<file path="config.mk">
export PLATFORM = sky130hd
export DESIGN_NAME = cu_issue_sequencer_flat
export DESIGN_NICKNAME = d
export VERILOG_FILES = /design/src/rtl/cu_issue_sequencer_if.sv /design/src/rtl/cu_issue_sequencer.sv /design/src/flat_wrapper.sv
export SDC_FILE = /design/constraint.sdc
export NUM_CORES = 1
export LEC_CHECK = 0
export CAP_MARGIN = 5
export CORE_MARGIN = 8
export CORE_UTILIZATION = 43
export CTS_BUF_LIST = sky130_fd_sc_hd__clkbuf_4
export CTS_CLUSTER_DIAMETER = 80
export DETAILED_ROUTE_END_ITERATION = 8
export GPL_ROUTABILITY_DRIVEN = 0
export PLACE_DENSITY = 0.65
export RECOVER_POWER = 100
export SLEW_MARGIN = 25
export SYNTH_ARGS = -nofsm -noshare
export SYNTH_HDL_FRONTEND = slang
export SYNTH_SLANG_ARGS = --single-unit
</file>
<file path="constraint.sdc">
create_clock -name clk -period 3.75 [get_ports clk]
set_input_delay 0.375 -clock clk [delete_from_list [all_inputs] [get_ports clk]]
set_output_delay 0.375 -clock clk [all_outputs]
set_load 0.005 [all_outputs]
</file>
<file path="src/rtl/cu_issue_sequencer_if.sv">
// Signal bundle between cu_issue_sequencer, its byte-wide pin side and the compute unit.
// master = pin driver / compute unit side, slave = the sequencer itself.
interface cu_issue_sequencer_if #(
  parameter int CW = 4
);
  logic [7:0]    byte_in;
  logic          byte_valid;
  logic          byte_ready;
  logic          run;
  logic [15:0]   cu_instruction;
  logic          cu_en;
  logic [7:0]    cu_data;
  logic          cu_data_valid;
  logic [3:0]    cu_reg_id;
  logic [7:0]    result_data;
  logic [3:0]    result_reg;
  logic          result_valid;
  logic          busy;
  logic [CW-1:0] count;
  logic [7:0]    retired;

  modport master (
    output byte_in, byte_valid, run, cu_data, cu_data_valid, cu_reg_id,
    input  byte_ready, cu_instruction, cu_en, result_data, result_reg,
           result_valid, busy, count, retired
  );

  modport slave (
    input  byte_in, byte_valid, run, cu_data, cu_data_valid, cu_reg_id,
    output byte_ready, cu_instruction, cu_en, result_data, result_reg,
           result_valid, busy, count, retired
  );
endinterface

</file>
<file path="src/rtl/cu_issue_sequencer.sv">
// Byte-to-instruction assembler, instruction FIFO and ISSUE/WAIT sequencer for the compute unit.
// Optional macro HALT_OPCODE_EN: opcode 4'hF parks the sequencer in HALTED until run rises again.
module cu_issue_sequencer #(
  parameter int DEPTH = 8,
  parameter int CW    = 4
) (
  input logic                 clk,
  input logic                 rstn,
  cu_issue_sequencer_if.slave bus
);
  localparam int AW = (DEPTH > 1) ? $clog2(DEPTH) : 1;

`ifdef HALT_OPCODE_EN
  typedef enum logic [1:0] {IDLE, ISSUE, WAIT, HALTED} state_t;
`else
  typedef enum logic [1:0] {IDLE, ISSUE, WAIT} state_t;
`endif
  typedef enum logic {PH_HIGH, PH_LOW} phase_t;

  state_t        state, next_state;
  phase_t        phase;
  logic [7:0]    hold;
  logic [15:0]   mem [DEPTH];
  logic [AW-1:0] wr_ptr, rd_ptr;
  logic [CW-1:0] count;
  logic [15:0]   head;
  logic          full, empty, accept, push, pop;
  logic          load_instr, issue_en, capture, skip_head;
  logic [15:0]   cu_instruction;
  logic [7:0]    retired;
  logic [7:0]    result_data;
  logic [3:0]    result_reg;
  logic          result_valid;

  assign head  = mem[rd_ptr];
  assign full  = (count == CW'(DEPTH));
  assign empty = (count == '0);

  // Only the completing low byte can stall; a high byte just fills the holding register.
  assign bus.byte_ready = rstn && !(phase == PH_LOW && full);
  assign accept         = bus.byte_valid && bus.byte_ready;
  assign push           = accept && (phase == PH_LOW);

  // NOTE: sequential state uses non-blocking assignments so every flop samples pre-edge values.
  always_ff @(posedge clk or negedge rstn) begin
    if (!rstn) begin
      phase <= PH_HIGH;
      hold  <= '0;
    end else if (accept) begin
      if (phase == PH_HIGH) begin
        hold  <= bus.byte_in;
        phase <= PH_LOW;
      end else begin
        phase <= PH_HIGH;
      end
    end
  end

  // NOTE: the storage array has no reset; count/pointers define which entries are valid.
  always_ff @(posedge clk) begin
    if (push) mem[wr_ptr] <= {hold, bus.byte_in};
  end

  always_ff @(posedge clk or negedge rstn) begin
    if (!rstn) begin
      wr_ptr <= '0;
      rd_ptr <= '0;
      count  <= '0;
    end else begin
      if (push) wr_ptr <= wr_ptr + AW'(1);
      if (pop)  rd_ptr <= rd_ptr + AW'(1);
      case ({push, pop})
        2'b10:   count <= count + CW'(1);
        2'b01:   count <= count - CW'(1);
        default: count <= count;
      endcase
    end
  end

`ifdef HALT_OPCODE_EN
  logic halt_slot;
  logic run_q;

  assign skip_head = (head[15:12] == 4'hF);

  // halt_slot marks that the current ISSUE slot carries a halt opcode rather than a real issue.
  always_ff @(posedge clk or negedge rstn) begin
    if (!rstn) begin
      halt_slot <= 1'b0;
      run_q     <= 1'b0;
    end else begin
      run_q <= bus.run;
      if (load_instr) halt_slot <= skip_head;
    end
  end
`else
  assign skip_head = 1'b0;
`endif

  always_comb begin
    // NOTE: every output of this block gets a default first, so no path can infer a latch.
    next_state = state;
    load_instr = 1'b0;
    issue_en   = 1'b0;
    pop        = 1'b0;
    capture    = 1'b0;
    case (state)
      IDLE: begin
        if (bus.run && !empty) begin
          next_state = ISSUE;
          load_instr = 1'b1;
        end
      end
      ISSUE: begin
        pop = 1'b1;
`ifdef HALT_OPCODE_EN
        issue_en   = !halt_slot;
        next_state = halt_slot ? HALTED : WAIT;
`else
        issue_en   = 1'b1;
        next_state = WAIT;
`endif
      end
      WAIT: begin
        // The compute unit registered its result on the edge that ended ISSUE.
        capture = bus.cu_data_valid;
        if (bus.run && !empty) begin
          next_state = ISSUE;
          load_instr = 1'b1;
        end else begin
          next_state = IDLE;
        end
      end
`ifdef HALT_OPCODE_EN
      HALTED: begin
        if (bus.run && !run_q) next_state = IDLE;
      end
`endif
      default: next_state = IDLE;
    endcase
  end

  always_ff @(posedge clk or negedge rstn) begin
    if (!rstn) begin
      state          <= IDLE;
      cu_instruction <= '0;
      retired        <= '0;
      result_data    <= '0;
      result_reg     <= '0;
      result_valid   <= 1'b0;
    end else begin
      state        <= next_state;
      result_valid <= capture;
      // Loaded on entry to ISSUE so the compute unit sees it for the whole ISSUE cycle.
      if (load_instr && !skip_head) cu_instruction <= head;
      if (issue_en) retired <= retired + 8'd1;
      if (capture) begin
        result_data <= bus.cu_data;
        result_reg  <= bus.cu_reg_id;
      end
    end
  end

  assign bus.cu_instruction = cu_instruction;
  assign bus.cu_en          = issue_en;
  assign bus.retired        = retired;
  assign bus.result_data    = result_data;
  assign bus.result_reg     = result_reg;
  assign bus.result_valid   = result_valid;
  assign bus.count          = count;
  assign bus.busy           = (state != IDLE) || !empty;

endmodule
</file>
<file path="src/flat_wrapper.sv">
// flat-port wrapper written by rule: the top's interface ports become plain ports
module cu_issue_sequencer_flat 
#(
  parameter int DEPTH = 8,
  parameter int CW    = 4
)
  (clk, rstn, bus_byte_in, bus_byte_valid, bus_run, bus_cu_data, bus_cu_data_valid, bus_cu_reg_id, bus_byte_ready, bus_cu_instruction, bus_cu_en, bus_result_data, bus_result_reg, bus_result_valid, bus_busy, bus_count, bus_retired);
  cu_issue_sequencer_if #(.CW(CW)) bus_i ();
  input logic clk;
  input logic rstn;
  input wire logic [$bits(bus_i.byte_in)-1:0] bus_byte_in;
  input wire logic [$bits(bus_i.byte_valid)-1:0] bus_byte_valid;
  input wire logic [$bits(bus_i.run)-1:0] bus_run;
  input wire logic [$bits(bus_i.cu_data)-1:0] bus_cu_data;
  input wire logic [$bits(bus_i.cu_data_valid)-1:0] bus_cu_data_valid;
  input wire logic [$bits(bus_i.cu_reg_id)-1:0] bus_cu_reg_id;
  output wire logic [$bits(bus_i.byte_ready)-1:0] bus_byte_ready;
  output wire logic [$bits(bus_i.cu_instruction)-1:0] bus_cu_instruction;
  output wire logic [$bits(bus_i.cu_en)-1:0] bus_cu_en;
  output wire logic [$bits(bus_i.result_data)-1:0] bus_result_data;
  output wire logic [$bits(bus_i.result_reg)-1:0] bus_result_reg;
  output wire logic [$bits(bus_i.result_valid)-1:0] bus_result_valid;
  output wire logic [$bits(bus_i.busy)-1:0] bus_busy;
  output wire logic [$bits(bus_i.count)-1:0] bus_count;
  output wire logic [$bits(bus_i.retired)-1:0] bus_retired;
  assign bus_i.byte_in = bus_byte_in;
  assign bus_i.byte_valid = bus_byte_valid;
  assign bus_i.run = bus_run;
  assign bus_i.cu_data = bus_cu_data;
  assign bus_i.cu_data_valid = bus_cu_data_valid;
  assign bus_i.cu_reg_id = bus_cu_reg_id;
  assign bus_byte_ready = bus_i.byte_ready;
  assign bus_cu_instruction = bus_i.cu_instruction;
  assign bus_cu_en = bus_i.cu_en;
  assign bus_result_data = bus_i.result_data;
  assign bus_result_reg = bus_i.result_reg;
  assign bus_result_valid = bus_i.result_valid;
  assign bus_busy = bus_i.busy;
  assign bus_count = bus_i.count;
  assign bus_retired = bus_i.retired;
  cu_issue_sequencer #(.DEPTH(DEPTH), .CW(CW)) u_core (.clk(clk), .rstn(rstn), .bus(bus_i));
endmodule
</file>
==> results summary, run 1 <==
The path with the worst hold slack has its endpoint at u_core.bus.result_data[6]. The net count of the mapped netlist came out at 506. The cell count of the worst reg-to-reg path came out at 4. The flow ran to the end, but the final reports show violations.

The power per cell area is about 670 mW/mm². The tree is rooted in a clkbuf_4. The number of input and output port buffers inserted came out at roughly 70. After legalization and detailed placement, the total HPWL measured 9.172 mm. The H-tree level count came out at 4.

In this run, the number of DRC markers left after iteration 0 of detailed routing was ~240. After detailed routing, the total wire length is 14.36 mm. The routed length per placed instance came out at 18.07 µm. The worst register-to-register path ends at u_core.bus.cu_instruction[0]. The later-pin clock latency in the skew report came out at about 0.57 ns. The y dimension of the die came out at 147.4 µm. The total chip power is 5.757 mW. The checks that failed: max-capacitance violations, max-slew violations.

The register clock-pin slew on the reported worst setup and hold paths is 0.14 ns. The most common library cell in the layout ignoring fill and taps is edfxtp_1. Sequential cells account for 51.1% of the total power.

The start point of the worst hold path is bus_cu_data[6]. Setup repair after global routing left no endpoint under its margin. TritonCTS built the clock tree. The pin count of the biggest net entering global routing is 59. In the synthesized netlist the dominant register cell turns out to be edfxtp_1. The pin slew with the least headroom to its limit is between 1.5 and 2 ns. The count of cells resized by post-cts repair came out at 0. The number of flip-flops in the largest register came out at about 130. The source of the worst register-to-register timing path is u_core.bus.count[1]. The register ranked first by flip-flop count is u_core.mem. The post-detailed-route via-to-cell ratio came out at about 5.2. After technology mapping, the gate count stands at between 400 and 500. Once the floorplan was initialized, standard cells occupied 43.37% of the core. The area enclosed by the die boundary is between 0.02 and 0.025 mm².

The top cell types in the final layout, fill and taps aside, are edfxtp_1, mux2i_1, dfrtp_1. The top cell type by area accounts for 51.78% of the synthesized area. The aggregate negative setup slack came out at 0 ns. The worst setup path is launched from a flip-flop. The total number of yosys warnings came out at 0. The global-route usage over all layers is 13.77%. Row generation in the floorplan step produced 48 rows. The number of fillers in the final layout came out at 1,442. The final hold violation count is 0. The post-CTS setup buffer count is 0. The clock tree buffer depth is 2. The net switching power of the design came out at roughly 1.9 mW. The post-layout minimum cycle time came out at 2.896 ns. At the placement stage, the worst setup path has a slack of approximately 1.3 ns. The headroom to the max-slew limit is -14.04%. The die width came out at 147.4 µm. The number of enable-type register cells in the synthesized netlist came out at 128. The total I/O pin count is 69. The critical path arrival came out at 2.52 ns. IR analysis of the VDD net gives a maximum drop of about 270 µV. The core region area came out at 0.01712 mm². The maximum clock rate is 345.3 MHz. STA classifies the critical path endpoint as an output pin.

In the post-synthesis netlist, the biggest area contributors are edfxtp_1, dfrtp_1, mux2i_1. The leftover overflow at the end of global routing came out at 0. The minimum setup slack in the final design came out at 0.8537 ns. The worst-case clock skew is ~0.017 ns. Hold repair after CTS inserted 0 buffers.

Along the worst hold path, the cell count comes to 3. Summed over all cells, the static leakage comes to around 3.3 nW. The routed layout has around 4,100 vias.

The mean cell area of the mapped netlist came out at 15.63 µm². Before antenna repair, the detailed router went through 4 iterations. The switching share of power came out at 32.28%. The setup slack on the worst flop-to-flop path came out at 1.17 ns.

The TritonCTS buffer count is 17. The number of antenna violations at the first check in global routing is 1. The tightest min-delay check is of the in -> reg type. The number of max-slew violations in the final report is 93. The synthesized design spends more area on one cell type than any other, namely edfxtp_1. Dividing the final minimum period by the clock period gives 77.23%. In the synthesized netlist the async set-or-reset flop fraction comes to 31.18%. In this run, synthesis produced a sequential element count of approximately 190. The share of total power dissipated in combinational logic is 30.4%. The via count of the first global-routing pass is between 4,000 and 5,000.

The total internal power is 3.899 mW. The data required time of the critical path is between 3 and 4 ns. The post-detailed-route count of antenna-violating nets came out at 0. Of all nets on the critical path, the largest fanout is 8. In this run the cell area of the synthesized design comes to 0.007423 mm². The area growth from synthesis to layout is 15.34%. Sequential cells were found to cover 71.33% of the synthesized design area. In the final layout, the registers with the most flip-flops are u_core.mem: 128 flops, u_core.bus.cu_instruction: 16 flops.

The clock net sink count came out at 186. The first global-routing pass estimated 22.88 mm of wire. The number of maximum-capacitance violations is 2.

The detailed-route DRC error count came out at 0. The relative contribution of the clock network to total power is 18.4%. The number of distinct standard cells referenced by the synthesized netlist came out at 34. The fraction of layout instances using a drive strength above 1 came out at between 10% and 20%. Setup violations remaining at the end of the flow were counted as 0.

By startpoint and endpoint, the worst setup path is classified as reg -> out. After the last flow step, the layout net total stands at between 500 and 600.
-- power by group through the flow --
stage | logic [mW] | registers, mW | clock network (mW)
floorplan | 1.22 | 2.87 | 0
global placement | 1.78 | 3.08 | 0
global route | 1.94 | 3.00 | 1.18
CTS | 1.95 | 2.96 | 1.10
finish | 1.75 | 2.94 | 1.06
detailed placement | 1.94 | 3.01 | 0
-- cells in the mapped netlist, drive strengths merged (5+ instances only) --
master and number:
a22oi 32, nand2 44, o21ai 16, ha 6
dfrtp 58, mux2 12, nor2b 7, clkbuf 9
buf 14, nand3 21, nor3 5, xnor2 9
inv 19, edfxtp 128, xor2 7, mux2i 64
-- layout make-up --
type	count	area, µm²	share of cell area, %
inverter	19	71.32	0.8330
multi-input combinational	247	1862	21.74
sequential	186	5299	61.89
tap	225	281.5	3.288
antenna	1	2.502	0.02923
clock inverter	12	125.1	1.461
timing repair buffer	85	770.7	9.002
clock buffer	20	150.1	1.754
-- worst max path at each step --
stage | slack, ns | to | depth (start not counted) | start
after global routing | 0.74 | bus_busy | 3 | u_core.bus.count[1]
after floorplan | 0.75 | u_core.mem[0][0] | 3 | u_core.bus.count[1]
after global placement | 1.39 | u_core.bus.count[2] | 11 | rstn
after detailed placement | 1.32 | u_core.bus.count[2] | 10 | u_core.bus.count[1]
after CTS | 0.92 | bus_busy | 3 | u_core.bus.count[1]
final | 0.85 | bus_busy | 3 | u_core.bus.count[1]
-- per-stage QoR --
| step | hold slack, ns | instances | area, µm² | util [%] |
|---|---|---|---|---|
| global route | 0.2763 | 795 | 8562 | 50.02 |
| detailed placement | 0.4617 | 762 | 8447 | 49.35 |
| CTS | 0.03086 | 794 | 8722 | 50.96 |
| global placement | 0.4567 | 761 | 8419 | 49.19 |
| finish | 0.3290 | 795 | 8562 | 50.02 |
| floorplan | 0.07941 | 475 | 7423 | - |
-- cell families after synthesis --
family | after synthesis | synth area share (%)
AOI/OAI and AO/OA | 54 | 5.680
and+or+nand+nor | 95 | 6.961
DFF | 186 | 71.33
xor gates and xnor gates | 16 | 1.888
buffers and inverters | 42 | 2.680
muxes | 76 | 10.45
adders and majority gates | 6 | 1.011
-- critical path, stage by stage (launching register included) --
cell	delay (ns)
dfrtp_1	0.48
or4_1	0.57
or3_1	0.31
dlygate4sd3_1	0.59
-- layer usage --
| layer | GRT usage (%) | part of all wire (%) | routed length (µm) |
|---|---|---|---|
| met1 | 16.14 | 42 | 6037 |
| met2 | 24.01 | 52 | 7514 |
| met3 | 2.965 | 3.7 | 533 |
| met4 | 5.813 | 1.9 | 278 |
| met5 | 0 | 0 | 0 |
(Power assumes the default switching activity.)
==> run 2, diff against run 1 <==
Settings changed: PLACE_DENSITY 0.65 to 0.67.
Clock period 3.75 ns to 2.44 ns, I/O delays scaled along.
==> run 2 against run 1 <==
Worst hold slack got worse by 0.13 ns. Largest power group unchanged. Non-clock buffer count rose by 5. Critical endpoint unchanged. The run still ends with max-capacitance violations, max-slew violations left. Sequential power rose by 50%.
==> results summary, run 2 (synthesis results as in run 1) <==
The effective utilization at floorplan is 43.37% (unchanged). The power per cell area was 1053 mW/mm² (+57%). The number of max-slew violations in the final report came out at 59 (-37%). The data required time of the critical path is 2.20 ns (-1.18 ns). The post-layout minimum cycle time is 2.319 ns. The half-perimeter wire length of the detailed placement result came out at 8.806 mm (-4.0%).

The TritonCTS clock tree is yes. The final net count is 592 (+0.85%). The critical path arrival came out at 2.07 ns (-0.45 ns).

The first-pass GRT wire length was 23.54 mm (+2.9%). The via count of the first global-routing pass is 4,279 (-0.60%). In the layout the commonest cells are edfxtp_1, mux2i_1, clkdlybuf4s50_1. The later-pin clock latency in the skew report is 0.56 ns (about the same).

The instance area after placement came out at 0.008497 mm² (+0.59%). STA classifies the critical path endpoint as an output pin. The final hold violation count is 0 (unchanged). The global-route usage over all layers was 14.26% (+0.49 points). The total I/O pin count is 69 (unchanged). The minimum setup slack in the final design is 0.1213 ns (-0.7324 ns).

The critical path is of the reg -> out type. The largest registers in the layout are u_core.mem: 128 flops, u_core.bus.cu_instruction: 16 flops. The number of antenna violations at the first check in global routing is 1 (unchanged). The tree is rooted in a clkbuf_4. The y dimension of the die came to 147.4 µm (unchanged). The maximum clock rate is 431.3 MHz. The leftover overflow at the end of global routing was 0 (unchanged). The pin count of the biggest net entering global routing came out at 67 (+14%).

The post-detailed-route via-to-cell ratio is 5.060 (-2.2%). The register ranked first by flip-flop count is u_core.mem. The TritonCTS buffer count is 17 (unchanged). The clock tree buffer depth came to 2 (unchanged).

The final count of negative-setup-slack endpoints is 0 (unchanged). The die width is 147.4 µm (unchanged). The number of maximum-capacitance violations came out at 1 (-1). The post-detailed-route count of antenna-violating nets was 0 (unchanged). The number of design-rule violations left by the first detailed-router iteration came out at 229 (-3.4%).

The final reports fail on max-capacitance violations, max-slew violations. The worst-case hold slack came out at 0.1999 ns (-0.1291 ns). The worst-case clock skew came out at 0.01685 ns (-0.00008370 ns). The most common library cell in the layout ignoring fill and taps is edfxtp_1. In this run the worst hold path is classified as in -> reg. The total chip power came to 9.276 mW (+61%). The cell row count was 48 (unchanged). The share of the core filled with cells in the final layout came to 51.48% (+1.5 points). The number of input and output port buffers inserted is 68 (unchanged). The run finished, with violations left. The H-tree level count was 4 (unchanged). The fraction of layout instances using a drive strength above 1 came out at 18.29% (+7.6 points).

The total routed wirelength came out at 14.83 mm (+3.3%). The register clock-pin slew on the reported worst setup and hold paths was 0.13 ns (about the same). The clock net sink count was 186 (unchanged). The routed length per placed instance came out at 18.54 µm (+2.6%). The detailed-route DRC error count came to 0 (unchanged). The maximum vdd ir drop was 500.9 µV (+86%). The area enclosed by the die boundary is 0.02172 mm² (unchanged). The maximum fanout encountered on the critical timing path is 2 (-6). The number of flip-flops in the largest register is 128 (unchanged). The area of all placed cells without fillers is 0.008812 mm² (+2.9%).

The pin slew with the least headroom to its limit is 1.601 ns (-0.1096 ns). The core region area is 0.01712 mm² (unchanged). Relative to the synthesized area, the layout overhead comes to 18.71%.

STA classifies the critical path startpoint as a flip-flop. The total iterations of the first detailed-routing run came out at 6 (+2). Of the available clock period, the critical path in the final layout requires 95.03%. The static leakage came out at 3.344 nW (+2.2%). The overall via count from detail_route came to 4,048 (-1.6%). The post-place setup slack is 0.1517 ns (-1.170 ns). The headroom to the max-slew limit came to -6.735% (+7.3 points).
-- run 2: changes by cell type in the layout (fill, tap and decap cells not counted), moves of 13 or more --
cell,delta
dlygate4sd3_1,-43
clkdlybuf4s50_1,+42
nand3_1,-14
nand3_2,+14
buf_4,+13
clkbuf_1,-13
-- run 2: path summary, 6_finish.rpt --
path,startpoint,endpoint,slack [ns],cells past startpoint
max,u_core.bus.count[1],bus_busy,0.12,4
min,bus_cu_reg_id[2],u_core.bus.result_reg[2],0.20,3
max reg2reg,u_core.bus.count[2],u_core.bus.count[2],0.17,10
min reg2reg,u_core.bus.retired[7],u_core.bus.retired[7],0.49,1
max in group asynchronous,rstn,u_core.rd_ptr[0],0.40,3
min in group asynchronous,rstn,u_core.bus.cu_instruction[6],0.91,3
-- run 2: final cells by class --
| type | count | area (µm²) |
|---|---|---|
| clock buffers | 20 | 150.1 |
| clock inverters | 12 | 150.1 |
| well taps | 225 | 281.5 |
| flip-flops and latches | 186 | 5300 |
| inverters | 19 | 71.32 |
| diodes | 1 | 2.502 |
| fillers | 1419 | 8304 |
| repair buffers | 90 | 878.3 |
| multi-input cells | 247 | 1978 |
-- run 2: per-stage QoR --
stage / TNS (ns) / cells
floorplan: -36.34 / 475
global placement: 0 / 765
detailed placement: 0 / 765
CTS: 0 / 799
global route: -0.02404 / 800
finish: 0 / 800
-- run 2: repair_timing --
item                                    4_1_cts  5_1_grt
pin swaps                                     1        1
endpoints found under the hold margin        58        0
endpoints found under the setup margin        1        3
resized for setup                             6        3
hold buffers                                  1        0
setup buffers                                 1        0
-- run 2: worst max-delay path, stage by stage (launching register included) --
cell     delay [ns]
dfrtp_1        0.42
buf_6          0.12
or4_4          0.52
or3_1          0.32
buf_2          0.14
-- run 2: metal layers --
metal  GRT usage, %  vias up  share of wire (%)
li1               -     1928                  -
met1          17.25     2055                 43
met2          24.40       49                 53
met3          2.904       16                2.4
met4          5.966        0                1.6
met5              0        -                  0
-- run 2: power breakdown --
part           switching [mW]  internal [mW]  leakage, nW
Sequential              0.427           3.98         1.86
Clock                   0.979          0.740        0.151
Combinational            1.54           1.60         1.33
